### src/rtl/neuro_pkg.sv
// Shared definitions for the spike encoder: FSM states, frame length and
// maximal-length LFSR tap masks for widths 3..8.
package neuro_pkg;

    typedef enum logic {
        IDLE = 1'b0,
        RUN  = 1'b1
    } state_t;

    // A frame visits every non-zero LFSR state exactly once.
    function automatic int frame_len(input int width);
        return (1 << width) - 1;
    endfunction

    localparam int FRAME_LEN = frame_len(8);

    // Feedback taps (bit n-1 for term x^n) of primitive polynomials.
    function automatic logic [7:0] lfsr_taps(input int width);
        case (width)
            3:       return 8'h06;
            4:       return 8'h0C;
            5:       return 8'h14;
            6:       return 8'h30;
            7:       return 8'h60;
            default: return 8'hB8;
        endcase
    endfunction

endpackage

### src/rtl/lfsr_gen.sv
// WIDTH-bit Fibonacci LFSR; clear reloads the seed 1 and wins over enable.
module lfsr_gen
    import neuro_pkg::*;
#(
    parameter int WIDTH = 8
) (
    input  logic             clk,
    input  logic             rst,
    input  logic             clear,
    input  logic             enable,
    output logic [WIDTH-1:0] value
);

    localparam logic [7:0]       TAPS_FULL = lfsr_taps(WIDTH);
    localparam logic [WIDTH-1:0] TAPS      = TAPS_FULL[WIDTH-1:0];
    localparam logic [WIDTH-1:0] SEED      = {{(WIDTH-1){1'b0}}, 1'b1};

    logic [WIDTH-1:0] value_reg;
    logic [WIDTH-1:0] value_next;
    logic             feedback;

    assign feedback   = ^(value_reg & TAPS);
    assign value_next = {value_reg[WIDTH-2:0], feedback};
    assign value      = value_reg;

    always_ff @(posedge clk or negedge rst) begin
        if (!rst) begin
            value_reg <= SEED;
        end else if (clear) begin
            value_reg <= SEED;
        end else if (enable) begin
            value_reg <= value_next;
        end
    end

endmodule

### src/rtl/spike_encoder.sv
// Rate encoder: each channel emits exactly val ones per 2^WIDTH-1 cycle frame
// by comparing a shared LFSR against its latched value.
module spike_encoder
    import neuro_pkg::*;
#(
    parameter int WIDTH  = 8,
    parameter int HEIGHT = 7
) (
    input  logic                    clk,
    input  logic                    rst,
    input  logic                    load_valid,
    output logic                    load_ready,
    input  logic [HEIGHT*WIDTH-1:0] load_data,
    output logic [HEIGHT-1:0]       spikes,
    output logic                    frame_active,
    output logic                    frame_done
);

    localparam int               FLEN     = frame_len(WIDTH);
    localparam logic [WIDTH-1:0] LAST_CNT = WIDTH'(FLEN - 1);

    state_t           state_reg;
    state_t           state_next;
    logic [WIDTH-1:0] cnt_reg;
    logic [WIDTH-1:0] cnt_next;
    logic [WIDTH-1:0] lfsr_value;
    logic             last_cycle;
    logic             accept;
    logic             running;

    assign running      = (state_reg == RUN);
    assign last_cycle   = running && (cnt_reg == LAST_CNT);
    assign load_ready   = !running || last_cycle;
    assign accept       = load_valid && load_ready;
    assign frame_active = running;
    assign frame_done   = last_cycle;

    always_ff @(posedge clk or negedge rst) begin
        if (!rst) begin
            state_reg <= IDLE;
            cnt_reg   <= '0;
        end else begin
            state_reg <= state_next;
            cnt_reg   <= cnt_next;
        end
    end

    // An accepted load always restarts a frame, even on the last cycle.
    always_comb begin
        state_next = state_reg;
        cnt_next   = cnt_reg;
        case (state_reg)
            IDLE: begin
                if (accept) begin
                    state_next = RUN;
                    cnt_next   = '0;
                end
            end
            RUN: begin
                if (accept) begin
                    cnt_next = '0;
                end else if (last_cycle) begin
                    state_next = IDLE;
                    cnt_next   = '0;
                end else begin
                    cnt_next = cnt_reg + 1'b1;
                end
            end
            default: begin
                state_next = IDLE;
                cnt_next   = '0;
            end
        endcase
    end

    lfsr_gen #(
        .WIDTH(WIDTH)
    ) u_lfsr (
        .clk   (clk),
        .rst   (rst),
        .clear (accept),
        .enable(running),
        .value (lfsr_value)
    );

    generate
        for (genvar gi = 0; gi < HEIGHT; gi++) begin : g_chan
            logic [WIDTH-1:0] val_reg;

            always_ff @(posedge clk or negedge rst) begin
                if (!rst) begin
                    val_reg <= '0;
                end else if (accept) begin
                    val_reg <= load_data[gi*WIDTH +: WIDTH];
                end
            end

            assign spikes[gi] = running && (lfsr_value <= val_reg);
        end
    endgenerate

endmodule

### config.mk
export PLATFORM = sky130hd
export DESIGN_NAME = spike_encoder
export DESIGN_NICKNAME = d
export VERILOG_FILES = /design/src/rtl/neuro_pkg.sv /design/src/rtl/lfsr_gen.sv /design/src/rtl/spike_encoder.sv
export SDC_FILE = /design/constraint.sdc
export NUM_CORES = 1
export LEC_CHECK = 0
export ABC_AREA = 1
export BUFFER_PORTS_ARGS = -buffer_cell sky130_fd_sc_hd__buf_4
export CORE_UTILIZATION = 31
export CTS_CLUSTER_DIAMETER = 100
export CTS_CLUSTER_SIZE = 12
export DETAILED_ROUTE_END_ITERATION = 7
export SETUP_SLACK_MARGIN = 0.02
export SYNTH_ARGS = -nofsm -noshare
export SYNTH_HDL_FRONTEND = slang
export SYNTH_SLANG_ARGS = --single-unit
### constraint.sdc
create_clock -name clk -period 3.7 [get_ports clk]
set_input_delay 0.37 -clock clk [delete_from_list [all_inputs] [get_ports clk]]
set_output_delay 0.37 -clock clk [all_outputs]
set_load 0.02 [all_outputs]
# --- Word level (Yosys, flattened, before mapping) ---
# Cells that the tools add are included.
totals:
  reg_bits: 73
  latch_bits: 0
  ram_bits: 0
  rom_bits: 0
  inputBits: 59
  mem_count: 0
classes:
  n_addsub: 1
  multipliers: 0
  n_div: 0
  n_lt_le_gt_ge: 7
  n_eq_ne: 2
  shift: 0
  muxes: 10
  bitwise_logic: 1
  n_reduce_logical: 13
op_table:
  columns: ["op", "n"]
  rows:
  - ["<= comparator 8 bit", 7]
  - ["2-to-1 mux 8 bit", 5]
  - ["case mux 8 bit (2 select lines)", 1]
  - ["logical AND 1 bit", 9]
  - ["adder 8 x 1 -> 8 bit (second input constant)", 1]
  - ["equality test 8 bit (second input constant)", 1]
  - ["XOR reduction 8 bit", 1]
  - ["2-to-1 mux 1 bit", 3]
  - ["!= test 2 bit (second input constant)", 1]
  - ["case mux 1 bit (2 select lines)", 1]
  - ["nonzero test 2 bit", 1]
  - ["logical NOT 1 bit", 1]
  - ["logical OR 1 bit", 1]
  - ["NOT 1 bit", 1]

# --- Logic depth before layout (Yosys ltp) ---
depth:
  word_depth: 6
  mapped_depth: 11
  ltp_nobuf: 10

# --- Cells and area by module ---
# Synthesis repeated with hierarchy kept, for this count alone.
unflattened:
  cells_unflattened: 593
  area_unflattened_um2: 4555.6
modules_own_cells:
  columns: ["mod", "n_inst", "cells_each", "area_each_um2", "seq_area_each_um2"]
  rows:
  - ["spike_encoder", 1, 547, 4192.8, 1626.6]
  - ["lfsr_gen", 1, 46, 362.8, 201.4]

# --- Least setup slack after synthesis ---
# Ideal clock, no wire load.
synth_path:
  path_kind: "reg2out"
  start: "register u_lfsr.value_reg[5], in the netlist u_lfsr.value[5]"
  end: "output port spikes[0]"
  arrival_ps: 1449
  required_time_ps: 3330
  setup_slack_ps: 1881
  stages_incl_launch_ff: 7
  path_buffers: 0
  path_cell_list: "dfrtp_1 -> ha_1 -> a21oi_1 -> nor2_1 -> nor2_1 -> nand2_1 -> a21oi_1"
synth_via:
  elab_chain_len: 2
synth_lines:
  columns: ["element", "line_no", "text"]
  rows:
  - ["start: declaration", "lfsr_gen.sv:18", "logic [WIDTH-1:0] value_reg;"]
  - ["start signal: assignment", "lfsr_gen.sv:32", "value_reg <= value_next;"]
  - ["<= comparator 8 bit", "spike_encoder.sv:98", "assign spikes[gi] = running && (lfsr_value <= val_reg);"]
  - ["logical AND 1 bit", "spike_encoder.sv:98", null]
  - ["end: declaration", "spike_encoder.sv:14", "output logic [HEIGHT-1:0] spikes,"]
# Every way passes these cells.

# --- Worst setup path in the final report ---
layout_path:
  start: "register u_lfsr.value_reg[5], in the netlist u_lfsr.value[5]"
  end: "output port spikes[5]"
# The elaborated chain is that of the path after synthesis.

==> impl_metrics.ini <==
[global_routing]
antenna_found_initial = 0
grt_max_degree = 74
grt.total_usage = 0.1439
grt_pass1_vias = 3430
overflow = 0
grt_pass1_wl_mm = 16.51

[route]
antenna_left = 0
drt-total-wl_mm = 10.15
drtIter0Drc = 175
wl_per_cell_um = 12.95
routed-via-count = 3506
vias_per_cell = 4.472
drc = 0
drt_pass1_iterations = 4

[cts]
clockRootBuffer = clkbuf_16
clock-sinks = 73
ctsHoldBuffers = 0
clkTransAtPathRegs_ns = 0.07
clock_path_buffers = 2
cts_tree = yes
cts_buffers = 9
cts-resized-gates = 0
htree_levels = 3
clock_latency_ns = 0.33
post_cts_buffers = 0

[timing]
holdWs_ns = 0.1941
fin_crit_ns = 2.506
post-route-period-util = 0.6772
relSlewSlack = 0.3611
clock.fmax_ghz = 0.3991
tightestPinTransition_ns = 0.9584
final_hold_viol_count = 0
rsz0062_at_grt = false
slew_viol_final = 0
final.setup_skew_ns = 0.008422
setup_violations = 0
tns_ns = 0

[setup_path]
crit_fanout = 10
path_cells = ha_1 > a21oi_1 > nor2_1 > nor2_1 > nand2_1 > a21oi_1 > buf_4
path_class = flop to output pin
rrSetupSlack_ns = 1.37
cp.required_ns = 3.33
start_kind = flop
cp-end-kind = output pin
cp_slowest_cell = dfrtp_1
rr_endpoint = g_chan[3].val_reg[6]
ff2ff_path_depth = 10
crit_arrival_ns = 2.14
critPathMaxStageDelay_ns = 0.73
reg2reg_from = cnt_reg[0]

[layout]
layout-drive-gt1-share = 0.2301
final_util = 0.3922
layout_commonest_cell = nand2_1
largest_reg_flops = 56
nNetsFinal = 716
diodes = 0
final_cell_mix = nand2_1, inv_1, nor2_1, dfrtp_1, buf_4
syn_to_final_growth_pct = 21.64

[placement]
place_hpwl_mm = 7.097
port_buffers = 68
gp_congestion = 0.7566

[die]
rows = 43
start_util = 0.3225
fp.dieH_um = 122.9
io_pins = 69
core_um2 = 14040
die_area_um2 = 15090
chipWidth_um = 122.9

[job]
cap_violations = 0

[run_status]
status = complete, no violations

[yosys]
synth-xor-area-share = 0.01161
synthMuxAreaShare = 0
synthArstFlopShare = 1.000
yosys.area_share.adder = 0.1603
avgSynthCellArea_um2 = 8.495
synth_nets = 650
synth_top_family_by_area = simple AND/OR/NAND/NOR gates
synth_cell_types = 23
synthSimpleGateAreaFrac = 0.1954
ys_seq_elements = 73
ys_seq_area_frac = 0.4037
synth_compound_area_frac = 0.1384
synth_edf_count = 0
synth_cells = 533
netlist_area_um2 = 4528
yosysWarnings = 0
dominantRegCellSynth = dfrtp_1

[power_and_ir_drop]
p_leak_nw = 3.071
powerDensity_nw_per_um2 = 472.5
ir_worst_vdd_mv = 0.2311

[hold_path]
worstHoldPathType = primary input to async pin
how the worst max path moves through the flow:
stage	start	end	slack, ns	cells past startpoint
after floorplan	u_lfsr.value[5]	spikes[0]	1.88	6
after global placement	cnt_reg[0]	g_chan[3].val_reg[1]	1.43	10
after detailed placement	cnt_reg[0]	g_chan[3].val_reg[5]	1.37	10
after CTS	u_lfsr.value[5]	spikes[5]	1.18	7
after global routing	u_lfsr.value[5]	spikes[6]	1.0	7
final	u_lfsr.value[5]	spikes[5]	1.19	7
routing by layer:
metal  vias to the layer above  wire length [um]  track usage
met5                         -                 0            0
met4                         0               118      0.04802
met3                         8               545      0.03764
met2                        60              4528       0.2209
met1                      1604              4958       0.1955
li1                       1834                 -            -
worst max-delay path: cells and delay by family, from the launching register on:
| kind | cells | cell delay [ns] |
|---|---|---|
| buffers and inverters | 1 | 0.19 |
| adder cells (fa/ha/maj) | 1 | 0.35 |
| AO/OA/AOI/OAI | 2 | 0.35 |
| flip-flops | 1 | 0.73 |
| AND/OR/NAND/NOR | 3 | 0.18 |
cell type report:
cell class                 instances  area (um^2)
inverter                          79        296.5
tap                              180        225.2
multi-input combinational        366         2290
clock buffer                      10        239.0
sequential                        73         1828
timing repair buffer              70        538.0
fill                            1373         8534
clock inverter                     6        91.34
per-stage QoR:
stage                     cells  cell area (um^2)  power, mW  worst slack, ns
after global routing        784              5508      2.790           0.9962
after global placement      768              5177      1.647            1.434
after floorplan             533              4528      1.397            1.881
after detailed placement    768              5177      1.673            1.369
final                       784              5508      2.603            1.194
after CTS                   784              5508      2.635            1.184
Yosys cell counts (2+ instances only):
library cell,number,share of area
a21oi_2,49,0.095
nand3_1,21,0.023
nand2b_1,2,0.0028
inv_1,77,0.064
xnor2_1,3,0.0058
xor2_1,3,0.0058
o21ai_0,8,0.0088
a21o_1,7,0.012
ha_1,58,0.16
buf_2,4,0.0044
nand2_4,2,0.0050
buf_6,7,0.017
a21oi_1,21,0.023
clkbuf_1,3,0.0025
dfrtp_1,72,0.40
nand4_1,8,0.011
nand2_1,106,0.088
nor2_1,77,0.064
cell families (layout without fill, tap and decap cells):
logic type	Yosys count	after routing
adder cells (fa/ha/maj)	58	58
buffers and inverters	94	165
AO/OA/AOI/OAI	85	85
XOR/XNOR	6	6
AND/OR/NAND/NOR	217	217
flip-flops	73	73
report_power, final:
part           internal (mW)  leakage [nW]  switching (mW)
combinational          0.271          2.20           0.335
sequential             0.846         0.722           0.195
clock                  0.610         0.151           0.346
No activity file was read; power rests on OpenSTA's default activity.
